## config.mk

```make
export PLATFORM = sky130hd
export DESIGN_NAME = ip_encoder_flat
export DESIGN_NICKNAME = d
export VERILOG_FILES = /design/src/rtl/ip_encoder_pkg.sv /design/src/rtl/ip_encoder_if.sv /design/src/rtl/ip_encoder_chksum16.sv /design/src/rtl/ip_encoder.sv /design/src/flat_wrapper.sv
export SDC_FILE = /design/constraint.sdc
export NUM_CORES = 1
export LEC_CHECK = 0
export CAP_MARGIN = 20
export CORE_UTILIZATION = 59
export DETAILED_ROUTE_END_ITERATION = 10
export PLACE_DENSITY = 0.86
export SLEW_MARGIN = 20
export SYNTH_ARGS = -nofsm -noshare
export SYNTH_HDL_FRONTEND = slang
export SYNTH_HIERARCHICAL = 1
export SYNTH_SLANG_ARGS = --single-unit
```

## constraint.sdc

```tcl
create_clock -name clk -period 9.22 [get_ports clk]
set_clock_uncertainty 0.2 [all_clocks]
set_input_delay 1.844 -clock clk [delete_from_list [all_inputs] [get_ports clk]]
set_output_delay 1.844 -clock clk [all_outputs]
set_load 0.03 [all_outputs]
```

## src/rtl/ip_encoder_pkg.sv

```systemverilog
// Shared types and constants for the IPv4 header encoder.
// Header word layout helpers are shared by the checksum pass and the output pass.
package ip_encoder_pkg;

    localparam logic [15:0] MaxPayload  = 16'd65515;
    localparam logic [3:0]  Ipv4Version = 4'd4;
    localparam logic [3:0]  IhlMin      = 4'd5;
    localparam logic [15:0] HdrBytes    = 16'd20;
    localparam logic [2:0]  LastHdrIdx  = 3'd4;

    typedef enum logic [2:0] {
        StIdle,
        StSum,
        StFold,
        StHdr,
        StPayload
    } state_e;

    typedef struct packed {
        logic [7:0]  tos;
        logic [15:0] total_len;
        logic [15:0] id;
        logic [2:0]  flag;
        logic [12:0] frag;
        logic [7:0]  ttl;
        logic [7:0]  proto;
        logic [31:0] src;
        logic [31:0] dst;
    } hdr_t;

    function automatic logic [31:0] hdr_word(hdr_t h, logic [2:0] idx, logic [15:0] chksum);
        logic [31:0] w;
        case (idx)
            3'd0:    w = {Ipv4Version, IhlMin, h.tos, h.total_len};
            3'd1:    w = {h.id, h.flag, h.frag};
            3'd2:    w = {h.ttl, h.proto, chksum};
            3'd3:    w = h.src;
            3'd4:    w = h.dst;
            default: w = 32'h0;
        endcase
        return w;
    endfunction

    // Keeps the top (len%4 ? len%4 : 4) bytes of the final payload word.
    function automatic logic [31:0] last_mask(logic [1:0] rem);
        logic [31:0] m;
        case (rem)
            2'd1:    m = 32'hff00_0000;
            2'd2:    m = 32'hffff_0000;
            2'd3:    m = 32'hffff_ff00;
            default: m = 32'hffff_ffff;
        endcase
        return m;
    endfunction

endpackage

```

## src/rtl/ip_encoder_if.sv

```systemverilog
// Field/payload/stream bundle between a payload source and the IPv4 encoder.
// The master side is the frame requester; the slave side is the encoder.
interface ip_encoder_if;

    logic        start;
    logic [7:0]  type_of_ser;
    logic [15:0] payload_len;
    logic [15:0] identification;
    logic [2:0]  flag;
    logic [12:0] frag_offset;
    logic [7:0]  time_to_live;
    logic [7:0]  protocol;
    logic [31:0] src_ip;
    logic [31:0] dest_ip;
    logic [31:0] payload_data;
    logic        payload_valid;
    logic        payload_ready;
    logic [31:0] data_out;
    logic        out_valid;
    logic        fin;
    logic        busy;
    logic        err;

    modport master (
        output start, type_of_ser, payload_len, identification, flag, frag_offset,
               time_to_live, protocol, src_ip, dest_ip, payload_data, payload_valid,
        input  payload_ready, data_out, out_valid, fin, busy, err
    );

    modport slave (
        input  start, type_of_ser, payload_len, identification, flag, frag_offset,
               time_to_live, protocol, src_ip, dest_ip, payload_data, payload_valid,
        output payload_ready, data_out, out_valid, fin, busy, err
    );

endinterface

```

## src/rtl/ip_encoder_chksum16.sv

```systemverilog
// 32-bit one's-complement accumulator: clear, add both halves of a word, fold to 16 bits.
// Shared with the header decoder for checksum verification.
module ip_encoder_chksum16 (
    input  logic        clk,
    input  logic        reset,
    input  logic        i_clr,
    input  logic        i_add,
    input  logic        i_fold,
    input  logic [31:0] i_word,
    output logic [15:0] o_chksum
);

    logic [31:0] r_acc;
    logic [15:0] r_chksum;
    logic [16:0] w_s1;
    logic [15:0] w_s2;

    // Two-step fold: the second carry add cannot overflow since w_s1 <= 0x1fffe.
    assign w_s1 = {1'b0, r_acc[15:0]} + {1'b0, r_acc[31:16]};
    assign w_s2 = w_s1[15:0] + {15'd0, w_s1[16]};

    always_ff @(posedge clk) begin
        if (reset) begin
            r_acc    <= 32'd0;
            r_chksum <= 16'd0;
        end else if (i_clr) begin
            r_acc    <= 32'd0;
        end else if (i_add) begin
            r_acc    <= r_acc + {16'd0, i_word[31:16]} + {16'd0, i_word[15:0]};
        end else if (i_fold) begin
            r_chksum <= ~w_s2;
        end
    end

    assign o_chksum = r_chksum;

endmodule

```

## src/rtl/ip_encoder.sv

```systemverilog
// IPv4 transmit encoder: latches header fields, computes the header checksum,
// then streams the 5-word header followed by the payload as big-endian 32-bit words.
module ip_encoder
    import ip_encoder_pkg::*;
(
    input  logic         clk,
    input  logic         reset,
    ip_encoder_if.slave  bus
);

    state_e      r_state;
    state_e      w_next;
    hdr_t        r_hdr;
    logic [15:0] r_len;
    logic [2:0]  r_idx;
    logic [15:0] r_words_left;
    logic [31:0] r_data;
    logic        r_valid;
    logic        r_fin;
    logic        r_err;

    logic        w_idle;
    logic        w_start_ok;
    logic        w_start_bad;
    logic        w_xfer;
    logic        w_last_word;
    logic        w_idx_last;
    logic [16:0] w_len_p3;
    logic [15:0] w_chksum;

    assign w_idle      = (r_state == StIdle);
    assign w_start_ok  = bus.start && w_idle && (bus.payload_len <= MaxPayload);
    assign w_start_bad = bus.start && w_idle && (bus.payload_len > MaxPayload);
    assign w_xfer      = (r_state == StPayload) && bus.payload_valid;
    assign w_last_word = (r_words_left == 16'd1);
    assign w_idx_last  = (r_idx == LastHdrIdx);
    assign w_len_p3    = {1'b0, r_len} + 17'd3;

    ip_encoder_chksum16 u_chksum (
        .clk      (clk),
        .reset    (reset),
        .i_clr    (w_start_ok),
        .i_add    (r_state == StSum),
        .i_fold   (r_state == StFold),
        .i_word   (hdr_word(r_hdr, r_idx, 16'h0000)),
        .o_chksum (w_chksum)
    );

    always_ff @(posedge clk) begin
        if (reset) begin
            r_state <= StIdle;
        end else begin
            r_state <= w_next;
        end
    end

    always_comb begin
        w_next = r_state;
        case (r_state)
            StIdle:    if (w_start_ok) w_next = StSum;
            StSum:     if (w_idx_last) w_next = StFold;
            StFold:    w_next = StHdr;
            StHdr:     if (w_idx_last) w_next = (r_len == 16'd0) ? StIdle : StPayload;
            StPayload: if (w_xfer && w_last_word) w_next = StIdle;
            default:   w_next = StIdle;
        endcase
    end

    always_ff @(posedge clk) begin
        if (reset) begin
            r_hdr        <= '0;
            r_len        <= 16'd0;
            r_idx        <= 3'd0;
            r_words_left <= 16'd0;
            r_data       <= 32'd0;
            r_valid      <= 1'b0;
            r_fin        <= 1'b0;
            r_err        <= 1'b0;
        end else begin
            r_valid <= 1'b0;
            r_fin   <= 1'b0;
            r_err   <= w_start_bad;
            case (r_state)
                StIdle: begin
                    if (w_start_ok) begin
                        r_hdr.tos       <= bus.type_of_ser;
                        r_hdr.total_len <= bus.payload_len + HdrBytes;
                        r_hdr.id        <= bus.identification;
                        r_hdr.flag      <= bus.flag;
                        r_hdr.frag      <= bus.frag_offset;
                        r_hdr.ttl       <= bus.time_to_live;
                        r_hdr.proto     <= bus.protocol;
                        r_hdr.src       <= bus.src_ip;
                        r_hdr.dst       <= bus.dest_ip;
                        r_len           <= bus.payload_len;
                        r_idx           <= 3'd0;
                    end
                end
                StSum: begin
                    r_idx <= w_idx_last ? 3'd0 : r_idx + 3'd1;
                end
                StHdr: begin
                    r_data  <= hdr_word(r_hdr, r_idx, w_chksum);
                    r_valid <= 1'b1;
                    r_fin   <= w_idx_last && (r_len == 16'd0);
                    r_idx   <= w_idx_last ? 3'd0 : r_idx + 3'd1;
                    if (w_idx_last) begin
                        r_words_left <= {1'b0, w_len_p3[16:2]};
                    end
                end
                StPayload: begin
                    if (w_xfer) begin
                        r_data       <= w_last_word ? (bus.payload_data & last_mask(r_len[1:0]))
                                                    : bus.payload_data;
                        r_valid      <= 1'b1;
                        r_fin        <= w_last_word;
                        r_words_left <= r_words_left - 16'd1;
                    end
                end
                default: ;
            endcase
        end
    end

    assign bus.payload_ready = (r_state == StPayload);
    assign bus.busy          = !w_idle;
    assign bus.data_out      = r_data;
    assign bus.out_valid     = r_valid;
    assign bus.fin           = r_fin;
    assign bus.err           = r_err;

endmodule

```

## src/flat_wrapper.sv

```systemverilog
// flat-port wrapper written by rule: the top's interface ports become plain ports
module ip_encoder_flat import ip_encoder_pkg::*;
  (clk, reset, bus_start, bus_type_of_ser, bus_payload_len, bus_identification, bus_flag, bus_frag_offset, bus_time_to_live, bus_protocol, bus_src_ip, bus_dest_ip, bus_payload_data, bus_payload_valid, bus_payload_ready, bus_data_out, bus_out_valid, bus_fin, bus_busy, bus_err);
  ip_encoder_if bus_i ();
  input  logic clk;
  input  logic reset;
  input wire logic [$bits(bus_i.start)-1:0] bus_start;
  input wire logic [$bits(bus_i.type_of_ser)-1:0] bus_type_of_ser;
  input wire logic [$bits(bus_i.payload_len)-1:0] bus_payload_len;
  input wire logic [$bits(bus_i.identification)-1:0] bus_identification;
  input wire logic [$bits(bus_i.flag)-1:0] bus_flag;
  input wire logic [$bits(bus_i.frag_offset)-1:0] bus_frag_offset;
  input wire logic [$bits(bus_i.time_to_live)-1:0] bus_time_to_live;
  input wire logic [$bits(bus_i.protocol)-1:0] bus_protocol;
  input wire logic [$bits(bus_i.src_ip)-1:0] bus_src_ip;
  input wire logic [$bits(bus_i.dest_ip)-1:0] bus_dest_ip;
  input wire logic [$bits(bus_i.payload_data)-1:0] bus_payload_data;
  input wire logic [$bits(bus_i.payload_valid)-1:0] bus_payload_valid;
  output wire logic [$bits(bus_i.payload_ready)-1:0] bus_payload_ready;
  output wire logic [$bits(bus_i.data_out)-1:0] bus_data_out;
  output wire logic [$bits(bus_i.out_valid)-1:0] bus_out_valid;
  output wire logic [$bits(bus_i.fin)-1:0] bus_fin;
  output wire logic [$bits(bus_i.busy)-1:0] bus_busy;
  output wire logic [$bits(bus_i.err)-1:0] bus_err;
  assign bus_i.start = bus_start;
  assign bus_i.type_of_ser = bus_type_of_ser;
  assign bus_i.payload_len = bus_payload_len;
  assign bus_i.identification = bus_identification;
  assign bus_i.flag = bus_flag;
  assign bus_i.frag_offset = bus_frag_offset;
  assign bus_i.time_to_live = bus_time_to_live;
  assign bus_i.protocol = bus_protocol;
  assign bus_i.src_ip = bus_src_ip;
  assign bus_i.dest_ip = bus_dest_ip;
  assign bus_i.payload_data = bus_payload_data;
  assign bus_i.payload_valid = bus_payload_valid;
  assign bus_payload_ready = bus_i.payload_ready;
  assign bus_data_out = bus_i.data_out;
  assign bus_out_valid = bus_i.out_valid;
  assign bus_fin = bus_i.fin;
  assign bus_busy = bus_i.busy;
  assign bus_err = bus_i.err;
  ip_encoder u_core (.clk(clk), .reset(reset), .bus(bus_i));
endmodule
```

==> results.json, run 1 <==
{
  "status": "completed",
  "powerDensity_nw_per_um2": 168,
  "wl_um": 44500,
  "insertion_delay_ns": 0.55,
  "drive_gt1_share_pct": 5.09,
  "final.period_utilization_pct": 64.2,
  "netlist_instances": 1775,
  "synthTopCellsByArea": "dfxtp_1 36%, nand2_1 9.1%, a21oi_1 7.3%",
  "dieArea_um2": 24500,
  "synth_edf_count": 0,
  "cp.required_ns": 9.48,
  "clock_sinks": 255,
  "drtIter0Drc": 1568,
  "slew_viol_final": 0,
  "critical_path.startpoint_type": "register",
  "fin_tns_setup_ns": 0,
  "grt_start_max_net_pins": 135,
  "hold_viol_final": 0,
  "syn-cell-area_um2": 14100,
  "synth_top_flop_cell": "dfxtp_1",
  "clk_pin_slew_worst_paths_ns": 0.06,
  "port_buffers": 208,
  "initial_utilization_pct": 60.1,
  "gp_congestion": 0.979,
  "worst_pin_slew_ns": 1.23,
  "synth_seq_area_share_pct": 36.3,
  "synth.net_count": 2011,
  "grt_overflow_total": 0,
  "leakagePower_uw": 0.00620,
  "cts_buffers": 27,
  "antenna_found_initial": 3,
  "fillCellCount": 1780,
  "cts_hold_buf": 0,
  "peakVddDrop_uv": 117,
  "rsz0062_at_grt": "no",
  "hp-class": "reg -> reg",
  "clock-root-buffer": "clkbuf_16",
  "post-cts-setup-buffers": 0,
  "area_delta_synth_final_pct": 21.0,
  "place_hpwl_um": 32200,
  "first_pass_iters": 7,
  "avgViaCountPerCell": 6.30,
  "num_rows": 56,
  "io_pins": 209,
  "grt_first_pass_wirelength_um": 68400,
  "synth.avg_cell_area_um2": 7.92,
  "critPathKind": "reg -> reg",
  "ys.warnings.count": 6,
  "grtUsageTotal_pct": 35.9,
  "crit_fanout": 25,
  "final_antenna_net_count": 0,
  "drc": 0,
  "cts_tree": "done",
  "yosys.area.top_type": "dfxtp_1",
  "yosysUniqueCellTypes": 94,
  "coreArea_um2": 23400,
  "final_core_util_pct": 72.7,
  "synthArstFlopShare_pct": 0,
  "cts_max_level": 1,
  "arrival_ns": 6.18,
  "nets": 2140,
  "grt_pass1_vias": 12900,
  "period_minus_slack_ns": 5.92,
  "cts_max_path_buffers": 3,
  "slew_headroom_pct": 17.3,
  "synth_top_cell_area_share_pct": 36.3,
  "drv_cap": 0,
  "setup_viol": 0,
  "vias": 14100,
  "max_freq_mhz": 169,
  "endpoint_kind": "register",
  "cts_resized": 0,
  "antenna_cells": 0,
  "ys_seq_elements": 255,
  "die_h_um": 156,
  "wl_per_cell_um": 19.8,
  "die_w_um": 156
}
-- cell families (layout without fill, tap and decap cells) --
kind of cell,count (synthesis),after routing,share of synthesized area (%)
and+or+nand+nor,713,713,23.5
AOI/OAI and AO/OA,523,523,24.3
DFF,255,255,36.3
buffers and inverters,165,314,5.70
adders and majority gates,64,64,6.66
xor gates and xnor gates,44,44,2.74
muxes,11,11,0.792
-- cell usage after synthesis, types with 22 or more instances --
cell      instances
o21ai_0          75
and2_1           27
nand3_1          26
nor3_1           64
a21oi_1         205
inv_1            40
buf_2            29
nor2_1          129
a32oi_1          22
ha_1             46
a22oi_1          37
a211oi_1         38
clkbuf_1         70
xnor2_1          27
nand2_1         342
dfxtp_1         255
-- per-stage QoR --
stage | power, uW | hold WS (ns) | setup slack, ns | cell area [um2] | cells
3_5_place_dp | 1650 | 0.246 | 3.69 | 16000 | 2194
5_1_grt | 2930 | 0.275 | 3.01 | 17000 | 2243
2_1_floorplan | 1480 | 0.227 | 4.45 | 14100 | 1775
6_report | 2850 | 0.252 | 3.30 | 17000 | 2243
4_1_cts | 2840 | 0.254 | 3.63 | 17000 | 2243
3_3_place_gp | 1640 | 0.233 | 3.91 | 16000 | 2194
-- metal layers --
layer / global-route usage, % / routed length [um] / vias to the layer above
li1: - / - / 6585
met1: 45.4 / 17600 / 6567
met2: 56.0 / 19600 / 841
met3: 9.39 / 5000 / 141
met4: 18.4 / 2260 / 6
met5: 1.86 / 83 / -
-- cell usage in the layout, fill, tap and decap left out, drive strengths merged, types with 18 or more instances in the layout --
cell,netlist,layout
a32oi,22,22
a22oi,37,37
fa,18,18
clkbuf,70,35
nor2,130,130
xnor2,27,27
a211oi,39,39
nand2,342,342
ha,46,46
or3,19,19
o21ai,76,76
o21a,19,19
clkdlybuf4s50,0,207
nand3,26,26
and2,29,29
nor3,67,67
inv,42,43
dfxtp,255,255
a21oi,209,209
-- state kept, by name, indices dropped and copies added, names as in the netlist --
name and count:
u_core/r_idx 3, u_core/r_len 14, u_core/bus.out_valid 1, u_core/bus.data_out 32, u_core/r_hdr 136, u_core/r_words_left 16
u_core/r_state 3, u_core/u_chksum/o_chksum 16, u_core/u_chksum/r_acc 32, u_core/bus.err 1, u_core/bus.fin 1
-- worst paths after layout --
path                            slack [ns]                            to                    startpoint  cells after the start
worst min register to register        0.25  u_core/u_chksum/o_chksum[12]  u_core/u_chksum/o_chksum[12]                      2
worst max-delay path                  3.30     u_core/u_chksum/r_acc[19]               u_core/r_idx[0]                     16
worst min-delay path                  0.25  u_core/u_chksum/o_chksum[12]  u_core/u_chksum/o_chksum[12]                      2
worst max register to register        3.30     u_core/u_chksum/r_acc[19]               u_core/r_idx[0]                     16
-- power breakdown --
| part | internal (uW) | switching, uW | total, uW | leakage (uW) |
|---|---|---|---|---|
| sequential | 1150 | 46.8 | 1200 | 0.00208 |
| clock | 748 | 458 | 1210 | 0.000494 |
| combinational | 187 | 259 | 446 | 0.00362 |
| total | 2090 | 763 | 2850 | 0.00620 |
-- worst max-delay path, stage by stage (launching register included) --
cell and delay (ns):
dfxtp_1 0.42, ha_1 0.18, buf_4 0.28, nor2b_1 0.62
a222oi_1 0.18, o21ai_0 0.28, fa_1 0.52, ha_1 0.25
fa_1 0.43, a21o_1 0.22, a211oi_1 0.40, o21ai_0 0.27
nand3_1 0.17, nand4b_1 0.13, a41oi_1 0.84, o21ai_0 0.23
a21oi_1 0.19
-- layout make-up --
cell class	instances	area [um2]	area share, %
Inverter	42	160	0.941
Tap cell	319	399	2.35
Sequential cell	255	5100	30.0
Clock inverter	14	239	1.40
Timing Repair Buffer	223	2200	12.9
Clock buffer	35	756	4.44
Multi-Input combinational cell	1355	8160	48.0
Power figures use the tool's default switching activity.
==> inputs of run 2 (changes only) <==
--- a/config.mk
+++ b/config.mk
@@ -6,9 +6,9 @@
 export NUM_CORES = 1
 export LEC_CHECK = 0
 export CAP_MARGIN = 20
-export CORE_UTILIZATION = 59
+export CORE_UTILIZATION = 55
 export DETAILED_ROUTE_END_ITERATION = 10
-export PLACE_DENSITY = 0.86
+export PLACE_DENSITY = 0.81
 export SLEW_MARGIN = 20
 export SYNTH_ARGS = -nofsm -noshare
 export SYNTH_HDL_FRONTEND = slang
==> constraint.sdc (replaced) <==
create_clock -name clk -period 5.7 [get_ports clk]
set_clock_uncertainty 0.2 [all_clocks]
set_input_delay 1.14 -clock clk [delete_from_list [all_inputs] [get_ports clk]]
set_output_delay 1.14 -clock clk [all_outputs]
set_load 0.03 [all_outputs]
==> results.json, run 2 (same netlist as run 1, synthesis figures left out) <==
{
  "status": "completed",
  "hold_viol_final": 0,
  "cts_buffers": 27,
  "crit_start": "u_core/r_idx[0]",
  "r2r_start": "u_core/r_idx[0]",
  "clock_sinks": 255,
  "insertion_delay_ns": 0.54,
  "final.period_utilization_pct": 88.1,
  "cts_tree": "done",
  "power_frac_seq_pct": 42.6,
  "max_freq_mhz": 199,
  "largest_reg_flops": 136,
  "dieArea_um2": 26200,
  "wl_per_cell_um": 19.1,
  "worst_pin_slew_ns": 1.14,
  "power.net_switching_uw": 1230,
  "crit_fanout": 15,
  "endpoint_kind": "register",
  "slew_viol_final": 0,
  "cts_max_level": 1,
  "grtUsageTotal_pct": 32.2,
  "arrival_ns": 5.28,
  "cts_max_path_buffers": 3,
  "nets": 2154,
  "cts_resized": 0,
  "leakagePower_uw": 0.00623,
  "die_w_um": 162,
  "r2r_slack_ns": 0.68,
  "drtIter0Drc": 1609,
  "io_pins": 209,
  "met2_length_um": 19100,
  "drc": 0,
  "place_area_um2": 16100,
  "clk_pin_slew_worst_paths_ns": 0.06,
  "setup_viol": 0,
  "grt_start_max_net_pins": 109,
  "r2r-end": "u_core/u_chksum/r_acc[18]",
  "coreArea_um2": 25100,
  "num_rows": 58,
  "final_common_cell": "nand2_1",
  "cts_hold_buf": 0,
  "layout_common_cells": "342 x nand2_1, 255 x dfxtp_1, 207 x clkdlybuf4s50_1",
  "post-cts-setup-buffers": 0,
  "maxUsedRoutingLayer": "met5",
  "stdcell_area_um2": 17100,
  "comb_power_share_pct": 16.1,
  "peakVddDrop_uv": 171,
  "port_buffers": 208,
  "cp.required_ns": 5.96,
  "rr_worst_depth": 16,
  "wl_um": 43200,
  "drive_gt1_share_pct": 5.58,
  "crit_end": "u_core/u_chksum/r_acc[18]",
  "place_hpwl_um": 31600,
  "antenna_cells": 0,
  "critical_path.startpoint_type": "register",
  "initial_utilization_pct": 56.0,
  "largest-register": "u_core/r_hdr",
  "holdPathStages": 2,
  "slew_headroom_pct": 23.4,
  "area_delta_synth_final_pct": 21.5,
  "period_minus_slack_ns": 5.02,
  "avgViaCountPerCell": 6.17,
  "grt_overflow_total": 0,
  "powerDensity_nw_per_um2": 265,
  "clock-root-buffer": "clkbuf_16",
  "grt_pass1_vias": 13000,
  "rsz0062_at_grt": "no",
  "die_h_um": 162,
  "hp-class": "reg -> reg",
  "wl_met3_um": 4220,
  "antenna_found_initial": 3,
  "final_antenna_net_count": 0,
  "intPower_uw": 3310,
  "m1WireLength_um": 18500,
  "critPathKind": "reg -> reg",
  "vias": 14000,
  "fin_tns_setup_ns": 0,
  "first_pass_iters": 6,
  "gp_congestion": 0.947,
  "drv_cap": 0,
  "swShare_pct": 27.0,
  "clock_power_share_pct": 41.3,
  "grt_first_pass_wirelength_um": 67500
}
-- run 2: cell types whose count changed in the layout (fill, tap and decap cells not counted), moves of 2 or more --
cell	change
clkbuf_8	-2
buf_4	+13
clkinvlp_4	+3
clkinv_2	-2
-- run 2: power by group through the flow --
stage               sequential [uW]  clock (uW)  combinational (uW)
global route                   1940        1960                 790
floorplan                      1940           0                 458
CTS                            1930        1890                 714
finish                         1930        1870                 728
global placement               1970           0                 690
detailed placement             1970           0                 706
-- run 2: area by class of cell --
| type | instances | area (um2) |
|---|---|---|
| repair buffers | 237 | 2310 |
| flip-flops and latches | 255 | 5100 |
| multi-input cells | 1355 | 8150 |
| clock inverters | 14 | 210 |
| clock buffers | 34 | 732 |
| well taps | 330 | 413 |
| inverters | 42 | 160 |
| fillers | 2129 | 8020 |
-- run 2: how the worst min path moves through the flow --
stage                                             from                           end
final                     u_core/u_chksum/o_chksum[12]  u_core/u_chksum/o_chksum[12]
after global routing      u_core/u_chksum/o_chksum[12]  u_core/u_chksum/o_chksum[12]
after CTS                  u_core/u_chksum/o_chksum[5]   u_core/u_chksum/o_chksum[5]
after detailed placement   u_core/u_chksum/o_chksum[5]   u_core/u_chksum/o_chksum[5]
after global placement     u_core/u_chksum/o_chksum[8]   u_core/u_chksum/o_chksum[8]
after floorplan            u_core/u_chksum/o_chksum[6]   u_core/u_chksum/o_chksum[6]
-- run 2: per-stage QoR --
| stage | hold WS (ns) | total power [uW] | setup slack, ns | instances | util (%) |
|---|---|---|---|---|---|
| 2_1_floorplan | 0.227 | 2400 | 0.934 | 1775 | - |
| 3_3_place_gp | 0.234 | 2660 | 1.04 | 2219 | 64.3 |
| 3_5_place_dp | 0.243 | 2670 | 0.894 | 2219 | 64.3 |
| 4_1_cts | 0.254 | 4530 | 0.806 | 2267 | 68.0 |
| 5_1_grt | 0.262 | 4690 | 0.469 | 2267 | 68.0 |
| 6_report | 0.256 | 4540 | 0.681 | 2267 | 68.0 |
-- run 2: layer usage --
layer | up-vias | global-route usage [%]
met5 | - | 0
met4 | 6 | 11.4
met3 | 105 | 6.05
met2 | 704 | 50.3
met1 | 6564 | 44.3
li1 | 6617 | -
-- run 2: critical path, stage by stage (launching register included) --
cell and delay [ns]:
dfxtp_1 0.42, inv_1 0.10, ha_1 0.33, and2_1 0.27
buf_4 0.23, a222oi_1 0.28, o21ai_0 0.28, fa_1 0.57
ha_1 0.32, a21o_1 0.13, a21oi_2 0.08, or3_1 0.41
and2_4 0.17, a211o_1 0.28, and3_4 0.20, or4_1 0.51
a21oi_1 0.15
